[src/rtl/order_admission_gate.sv]
// Order-entry gate between the external order port and the matching engine.
// Enforces throttle and minimum spread, buffers through halts, flushes stale orders, paces the drain.
module order_admission_gate #(
  parameter int DEPTH        = 8,
  parameter int STALE_CYCLES = 64
) (
  input  logic       clk,
  input  logic       rst,
  input  logic       in_valid,
  output logic       in_ready,
  input  logic       in_side,
  input  logic [7:0] in_price,
  input  logic [7:0] in_qty,
  input  logic       matching_enable,
  input  logic       order_throttle,
  input  logic [3:0] min_spread,
  input  logic [7:0] best_bid,
  input  logic [7:0] best_ask,
  input  logic       book_valid,
  output logic       out_valid,
  input  logic       out_ready,
  output logic       out_side,
  output logic [7:0] out_price,
  output logic [7:0] out_qty,
  output logic       rej_valid,
  output logic [1:0] rej_code,
  output logic [4:0] fifo_count,
  output logic [7:0] drop_count,
  output logic [1:0] gate_state
);

  localparam int AW = $clog2(DEPTH);

  typedef enum logic [1:0] {
    RUN   = 2'd0,
    HALT  = 2'd1,
    DRAIN = 2'd2,
    FLUSH = 2'd3
  } state_t;

  function automatic logic [7:0] sat_inc8(input logic [7:0] x);
    return (x == 8'hFF) ? 8'hFF : x + 8'd1;
  endfunction

  // Prices and spread are zero-extended to 9 bits so the sums cannot wrap.
  function automatic logic spread_violation(input logic       side,
                                            input logic [7:0] price,
                                            input logic [3:0] spread,
                                            input logic [7:0] bid,
                                            input logic [7:0] ask);
    logic [8:0] p;
    logic [8:0] s;
    logic [8:0] b;
    logic [8:0] a;
    p = {1'b0, price};
    s = {5'b0, spread};
    b = {1'b0, bid};
    a = {1'b0, ask};
    if (side) return p < (b + s);
    else      return (p + s) > a;
  endfunction

  state_t        state_q, state_d;
  logic [7:0]    timer_q, timer_d;
  logic          pace_q, pace_d;
  logic [AW-1:0] wr_ptr_q, rd_ptr_q;
  logic [4:0]    count_q, count_d;
  logic [16:0]   mem [DEPTH];
  logic          rej_vld_p1;
  logic [1:0]    rej_code_p1;
  logic [7:0]    drop_q;

  logic full, empty;
  logic accept_p0, viol_p0, push_p0, pop_p0, flush_pop_p0;

  // Stage 0: combinational handshake, spread check and FIFO push/pop decisions
  assign full  = (count_q == 5'(DEPTH));
  assign empty = (count_q == 5'd0);

  assign in_ready  = !rst && !full && !order_throttle && (state_q != FLUSH);
  assign out_valid = !empty && matching_enable &&
                     ((state_q == RUN) || ((state_q == DRAIN) && !pace_q));

  assign accept_p0    = in_valid && in_ready;
  assign viol_p0      = accept_p0 && book_valid && (min_spread != 4'd0) &&
                        spread_violation(in_side, in_price, min_spread, best_bid, best_ask);
  assign push_p0      = accept_p0 && !viol_p0;
  assign flush_pop_p0 = (state_q == FLUSH) && !empty;
  assign pop_p0       = (out_valid && out_ready) || flush_pop_p0;

  always_comb begin
    count_d = count_q;
    case ({push_p0, pop_p0})
      2'b10:   count_d = count_q + 5'd1;
      2'b01:   count_d = count_q - 5'd1;
      default: count_d = count_q;
    endcase
  end

  always_comb begin
    state_d = state_q;
    timer_d = timer_q;
    pace_d  = pace_q;
    case (state_q)
      RUN: begin
        if (!matching_enable) begin
          state_d = HALT;
          timer_d = 8'd0;
        end
      end
      HALT: begin
        timer_d = sat_inc8(timer_q);
        if (matching_enable) begin
          state_d = empty ? RUN : DRAIN;
          pace_d  = 1'b0;
        end else if ((timer_q == 8'(STALE_CYCLES - 1)) && !empty) begin
          state_d = FLUSH;
        end
      end
      FLUSH: begin
        // A halt arriving mid-flush is only honoured once the FIFO is empty.
        if (count_d == 5'd0) begin
          if (!matching_enable) begin
            state_d = HALT;
            timer_d = 8'd0;
          end else begin
            state_d = RUN;
          end
        end
      end
      DRAIN: begin
        pace_d = !pace_q;
        if (!matching_enable) begin
          state_d = HALT;
          timer_d = 8'd0;
        end else if (count_d == 5'd0) begin
          state_d = RUN;
        end
      end
      default: state_d = RUN;
    endcase
  end

  // Stage 1: registered control state, pointers and rejection pulse
  always_ff @(posedge clk or posedge rst) begin
    if (rst) begin
      state_q     <= RUN;
      timer_q     <= 8'd0;
      pace_q      <= 1'b0;
      wr_ptr_q    <= '0;
      rd_ptr_q    <= '0;
      count_q     <= 5'd0;
      rej_vld_p1  <= 1'b0;
      rej_code_p1 <= 2'd0;
      drop_q      <= 8'd0;
    end else begin
      state_q  <= state_d;
      timer_q  <= timer_d;
      pace_q   <= pace_d;
      count_q  <= count_d;
      if (push_p0) wr_ptr_q <= wr_ptr_q + AW'(1);
      if (pop_p0)  rd_ptr_q <= rd_ptr_q + AW'(1);
      rej_vld_p1  <= viol_p0 || flush_pop_p0;
      rej_code_p1 <= viol_p0 ? 2'd1 : (flush_pop_p0 ? 2'd2 : 2'd0);
      if (viol_p0 || flush_pop_p0) drop_q <= sat_inc8(drop_q);
    end
  end

  always_ff @(posedge clk) begin
    if (push_p0) mem[wr_ptr_q] <= {in_side, in_price, in_qty};
  end

  assign {out_side, out_price, out_qty} = mem[rd_ptr_q];
  assign rej_valid  = rej_vld_p1;
  assign rej_code   = rej_code_p1;
  assign fifo_count = count_q;
  assign drop_count = drop_q;
  assign gate_state = state_q;

endmodule

[config.mk]
export PLATFORM = sky130hd
export DESIGN_NAME = order_admission_gate
export DESIGN_NICKNAME = d
export VERILOG_FILES = /design/src/rtl/order_admission_gate.sv
export SDC_FILE = /design/constraint.sdc
export NUM_CORES = 1
export LEC_CHECK = 0
export BUFFER_PORTS_ARGS = -buffer_cell sky130_fd_sc_hd__buf_2
export CORE_MARGIN = 2
export CORE_UTILIZATION = 50
export DETAILED_ROUTE_END_ITERATION = 12
export PLACE_DENSITY = 0.69
export REMOVE_ABC_BUFFERS = 1
export SYNTH_ARGS = -nofsm -noshare
export SYNTH_HDL_FRONTEND = slang
export SYNTH_SLANG_ARGS = --single-unit
[constraint.sdc]
create_clock -name clk -period 5.4 [get_ports clk]
set_clock_uncertainty 0.2 [all_clocks]
set_input_delay 0.27 -clock clk [delete_from_list [all_inputs] [get_ports clk]]
set_output_delay 0.27 -clock clk [all_outputs]
set_load 0.01 [all_outputs]
==> flow_summary.json, run 1 <==
{
  "status": "completed",
  "grt_util_all_layers_pct": 19.9,
  "setup.worst_path.class": "in -> reg",
  "yosysSeqAreaShare_pct": 63.1,
  "die_area_sq_um": 16600,
  "yosys-top-cells-count": "edfxtp_1, mux4_2, dfrtp_1, ha_1, inv_1",
  "critPathLaunchType": "input pin",
  "htreeDepth": 4,
  "setup_violations": 0,
  "post-place-cells": 759,
  "drive_gt1_share_pct": 32.9,
  "avgRoutedWirePerCell_microns": 19.2,
  "synth_async_sr_flop_share_pct": 19.5,
  "synthCells": 490,
  "end_kind": "flip-flop",
  "grt_max_degree": 34,
  "dp_slack_ns": -0.0175,
  "ant_nets": 0,
  "start_util_pct": 51.2,
  "num_rows": 45,
  "tightest_slew_ns": 1.05,
  "p_leak_nw": 3.52,
  "drc": 0,
  "crit_required_ns": 5.50,
  "area_growth_syn_to_layout_pct": 19.3,
  "ys_ff_latch": 169,
  "routed-via-count": 4598,
  "numCtsBuffers": 17,
  "clk_pin_slew_ns": 0.06,
  "clockRootBuffer": "clkbuf_16",
  "cts_buffer_depth": 2,
  "critPathMaxFanout": 10,
  "antenna_found_initial": 0,
  "met1_usage_pct": 26.2,
  "layout_min_cycle_time_ns": 5.04,
  "slew_headroom_pct": 30.3,
  "grt_pass1_wl_microns": 24500,
  "synth_top_cell_area_share_pct": 52.5,
  "finalHoldViolations": 0,
  "numPortBuffers": 80,
  "synth_top_area_cell": "edfxtp_1",
  "design.core.area_sq_um": 15200,
  "clk_latency_ns": 0.43,
  "vias_per_cell": 5.71,
  "drv_cap": 0,
  "yosys_warnings": 0,
  "arrival_ns": 5.13,
  "ys.flop_type": "edfxtp_1",
  "final_nets": 682,
  "syn-cell-area_sq_um": 7780,
  "grt_util_met3_pct": 4.66,
  "busiest_layer": "met2",
  "power_density_nw_per_um2": 476,
  "die_w_microns": 129,
  "drt_iter0_drc": 294,
  "overflow": 0,
  "grt.met2_usage_pct": 33.4,
  "regArea_sq_um": 4910,
  "utilization_pct": 61.0,
  "clock.fmax_mhz": 199,
  "cts_sinks": 169,
  "first_pass_iters": 4,
  "synth-edff-count": 136,
  "grt_pass1_vias": 4657,
  "synth.area.top_cells": "edfxtp_1, dfrtp_1, mux4_2",
  "wl_microns": 15400,
  "yosysMostFrequentCell": "edfxtp_1",
  "instances_no_fill": 805,
  "multiInputGateArea_sq_um": 2790,
  "die_h_microns": 129,
  "fin_ws_ns": 0.365,
  "period_share_pct": 93.2,
  "slew_viol_final": 0,
  "io_pins": 81,
  "syn_area_per_cell_sq_um": 15.9,
  "grt_setup_unrepaired": "false",
  "num-fill-cells": 1128,
  "vdd_ir_drop_max_mv": 0.330,
  "tritoncts": "yes",
  "synthDistinctLibCells": 60,
  "diodes": 0,
  "hold_class": "in -> reg",
  "gp_congestion": 0.834,
  "post-dp-hpwl_microns": 9810
}
-- worst max-delay path: stages --
cell and delay, ns:
dlygate4sd3_1 0.53, buf_2 0.19, ha_1 0.35, nor2_1 0.05
a21oi_1 0.15, nand3_1 0.11, xnor2_1 0.15, ha_1 0.32
nand3_2 0.10, or3_1 0.35, a22o_1 0.19, a221oi_2 0.27
nor2_1 0.08, inv_1 0.10, ha_4 0.18, inv_1 0.08
fa_1 0.52, nand2_1 0.06, nor2_1 0.09, a31oi_1 0.05
or3_4 0.39, o31ai_4 0.38, o221ai_1 0.16
-- where the power goes --
part | leakage, nW | internal (mW) | total [mW] | switching [mW]
clock network | 0.274 | 0.680 | 1.18 | 0.500
logic | 1.60 | 0.757 | 1.46 | 0.704
registers | 1.64 | 1.55 | 1.77 | 0.227
total | 3.52 | 2.98 | 4.41 | 1.43
-- worst paths after layout --
kind	cells after the start	startpoint	to	slack, ns
worst min register to register	1	drop_count[1]$_DFFE_PP0P_	drop_count[1]$_DFFE_PP0P_	0.36
min in group asynchronous	4	rst	rej_code[0]$_DFF_PP0_	0.29
worst max register to register	10	gate_state[0]$_DFFE_PP0P_	timer_q[5]$_DFFE_PP0P_	1.48
max in group asynchronous	4	rst	rd_ptr_q[0]$_DFFE_PP0N_	4.37
worst max-delay path	23	in_price[3]	timer_q[5]$_DFFE_PP0P_	0.36
worst min-delay path	2	in_price[0]	mem[7][8]$_DFFE_PP_	0.02
-- what timing repair did --
action | CTS | global route
hold buffers | 14 | 0
setup endpoints to repair | 0 | 10
resized for setup | 0 | 10
hold endpoints to repair | 125 | 0
setup buffers | 0 | 0
-- routing by layer --
layer	part of all wire [%]	up-vias
met3	5.3	16
met2	49	133
met5	0	-
met1	44	2297
met4	1.3	0
li1	-	2152
-- state kept, by name (all words and copies together), names as in the netlist --
register    flops
fifo_count      5
rd_ptr_q        3
pace_q          1
rej_valid       1
wr_ptr_q        3
timer_q         8
drop_count      8
rej_code        2
mem           136
gate_state      2
-- layout by cell type, fill, tap and decap left out, drive strengths merged, types with 5 or more instances in the layout --
cell / instances
edfxtp: 136
buf: 95
mux4: 34
dfrtp: 33
ha: 31
inv: 28
mux2: 27
o21ai: 23
nand2: 22
nor2: 20
clkbuf: 18
dlygate4sd3: 14
a21oi: 14
xor2: 9
xnor2: 9
nand2b: 7
nand3: 7
clkinv: 7
a21o: 6
and3: 5
nor2b: 5
-- stage by stage --
| stage | area (sq um) | hold WS, ns | setup TNS, ns | total power [mW] |
|---|---|---|---|---|
| floorplan | 7710 | 0.154 | -0.440 | 2.75 |
| global placement | 8510 | 0.189 | 0 | 3.17 |
| global route | 9280 | 0.0181 | 0 | 4.67 |
| CTS | 9220 | 0.00808 | 0 | 4.41 |
| finish | 9280 | 0.0209 | 0 | 4.41 |
| detailed placement | 8510 | 0.202 | -0.0212 | 3.23 |
-- kinds of logic (layout without fill, tap and decap cells) --
kind of cell,count (synthesis),in the layout,synth area share [%]
AOI/OAI and AO/OA,73,73,6.50
xor gates and xnor gates,18,18,2.03
adders and majority gates,34,34,5.76
buffers and inverters,41,168,2.16
DFF,169,169,63.1
muxes,61,61,13.8
and+or+nand+nor,94,94,6.63
-- layout make-up --
cell class / instances / area share (%)
sequential: 169 / 52.9
multi-input combinational: 280 / 30.1
timing repair buffer: 110 / 7.15
clock buffer: 17 / 4.59
tap: 188 / 2.54
clock inverter: 15 / 1.63
inverter: 26 / 1.05
No activity file was read; power rests on OpenSTA's default activity.
==> run 2: changes to the inputs <==
Settings changed: CORE_UTILIZATION 50 to 52, PLACE_DENSITY 0.69 to 0.72.
==> flow_summary.json, run 2 (synthesis results as in run 1) <==
{
  "tritoncts": "yes",
  "grt_max_degree": 37,
  "grt_pass1_wl_microns": 24300,
  "regArea_sq_um": 4910,
  "finalHoldViolations": 0,
  "io_pins": 81,
  "tightest_slew_ns": 1.00,
  "power_density_nw_per_um2": 473,
  "clk_latency_ns": 0.42,
  "largest_reg_flops": 136,
  "gp_congestion": 0.902,
  "slew_viol_final": 0,
  "wl_microns": 15100,
  "grt_setup_unrepaired": "false",
  "end_kind": "flip-flop",
  "antenna_found_initial": 0,
  "drt_iter0_drc": 335,
  "layout_min_cycle_time_ns": 5.06,
  "overflow": 0,
  "dp_slack_ns": -0.0785,
  "clock.fmax_mhz": 197,
  "die_h_microns": 126,
  "num-fill-cells": 1025,
  "mostFrequentLayoutCell": "edfxtp_1",
  "crit_required_ns": 5.49,
  "layout_common_cells": "edfxtp_1, buf_2, mux4_2",
  "area_growth_syn_to_layout_pct": 19.6,
  "avgRoutedWirePerCell_microns": 18.8,
  "fin_ws_ns": 0.336,
  "first_pass_iters": 4,
  "num_rows": 44,
  "period_share_pct": 93.8,
  "numCtsBuffers": 17,
  "diodes": 0,
  "vdd_ir_drop_max_mv": 0.353,
  "grt_util_all_layers_pct": 19.9,
  "post-dp-hpwl_microns": 9580,
  "finalSetupTns_ns": 0,
  "regMostFlops": "mem",
  "ant_nets": 0,
  "multiInputGateArea_sq_um": 2800,
  "cts_buffer_depth": 2,
  "grt_pass1_vias": 4698,
  "critPathLaunchType": "input pin",
  "clockRootBuffer": "clkbuf_16",
  "slew_headroom_pct": 33.0,
  "numPortBuffers": 80,
  "setup_violations": 0,
  "drive_gt1_share_pct": 32.9,
  "routed-via-count": 4594,
  "die_area_sq_um": 16000,
  "start_util_pct": 53.3,
  "utilization_pct": 63.7,
  "drc": 0,
  "instances_no_fill": 804,
  "drv_cap": 0,
  "final_nets": 685,
  "die_w_microns": 126,
  "power_mw": 4.39,
  "setup.worst_path.class": "in -> reg",
  "arrival_ns": 5.16,
  "vias_per_cell": 5.71,
  "reg2reg_setup_slack_ns": 1.45,
  "p_leak_nw": 3.54,
  "htreeDepth": 4,
  "design.core.area_sq_um": 14600,
  "hold_class": "in -> reg",
  "critPathMaxFanout": 10,
  "status": "completed",
  "clk_pin_slew_ns": 0.07,
  "post-place-cells": 755,
  "cts_sinks": 169
}
run 2: changes by cell type in the layout (fill, tap and decap cells not counted), moves of 2 or more:
cell           before  now
inv_6               1    5
clkinv_1            1    3
dlygate4sd3_1      14   17
clkinv_2            4    1
clkinvlp_4          4    0
run 2: area by class of cell:
cell class                      instances  area share [%]
Sequential cell                       169            52.8
Clock inverter                         15            1.49
Timing Repair Buffer                  113            7.45
Inverter                               26            1.05
Multi-Input combinational cell        280            30.1
Tap cell                              184            2.48
Clock buffer                           17            4.57
run 2: stage by stage:
stage | instance area, sq um | hold WS (ns)
finish | 9300 | 0.0226
global route | 9300 | 0.0276
CTS | 9240 | 0.00883
detailed placement | 8500 | 0.0747
global placement | 8500 | 0.0707
floorplan | 7710 | 0.154
run 2: metal layers:
metal	global-route usage [%]	share of wire, %	vias to the layer above
met1	27.2	45	2271
li1	-	-	2166
met5	0	0	-
met4	6.27	1.3	0
met3	4.26	4.9	18
met2	32.5	49	139
run 2: critical path, cell delays in order:
cell and delay (ns):
dlygate4sd3_1 0.55, clkbuf_4 0.21, ha_4 0.27, nor2_2 0.09, a21oi_2 0.04, buf_4 0.14
xor2_1 0.16, ha_1 0.35, nand4_1 0.13, or3_1 0.32, a22o_1 0.19, a221oi_2 0.29
nor2_1 0.09, inv_1 0.11, ha_4 0.18, inv_1 0.08, fa_2 0.36, xor2_1 0.19
o21ai_0 0.13, or3_4 0.43, o31ai_4 0.39, o21ai_0 0.14
run 2: path summary, 6_finish.rpt:
path                                                start                      end  depth (start not counted)
worst max-delay path                          in_price[3]   timer_q[0]$_DFFE_PP0P_                         22
worst min-delay path                          in_price[1]      mem[0][9]$_DFFE_PP_                          2
worst max register to register  gate_state[0]$_DFFE_PP0P_   timer_q[0]$_DFFE_PP0P_                         10
worst min register to register     timer_q[1]$_DFFE_PP0P_   timer_q[1]$_DFFE_PP0P_                          2
max in group asynchronous                             rst  rd_ptr_q[0]$_DFFE_PP0N_                          4
min in group asynchronous                             rst  fifo_count[2]$_DFF_PP0_                          3
run 2: timing repair:
action	CTS	global route
setup endpoints to repair	0	10
setup buffers	0	0
hold buffers	17	0
hold endpoints to repair	123	0
resized for setup	0	14
run 2: where the power goes:
part / internal, mW / switching, mW / total, mW
sequential: 1.55 / 0.174 / 1.72
combinational: 0.761 / 0.759 / 1.52
clock: 0.644 / 0.509 / 1.15
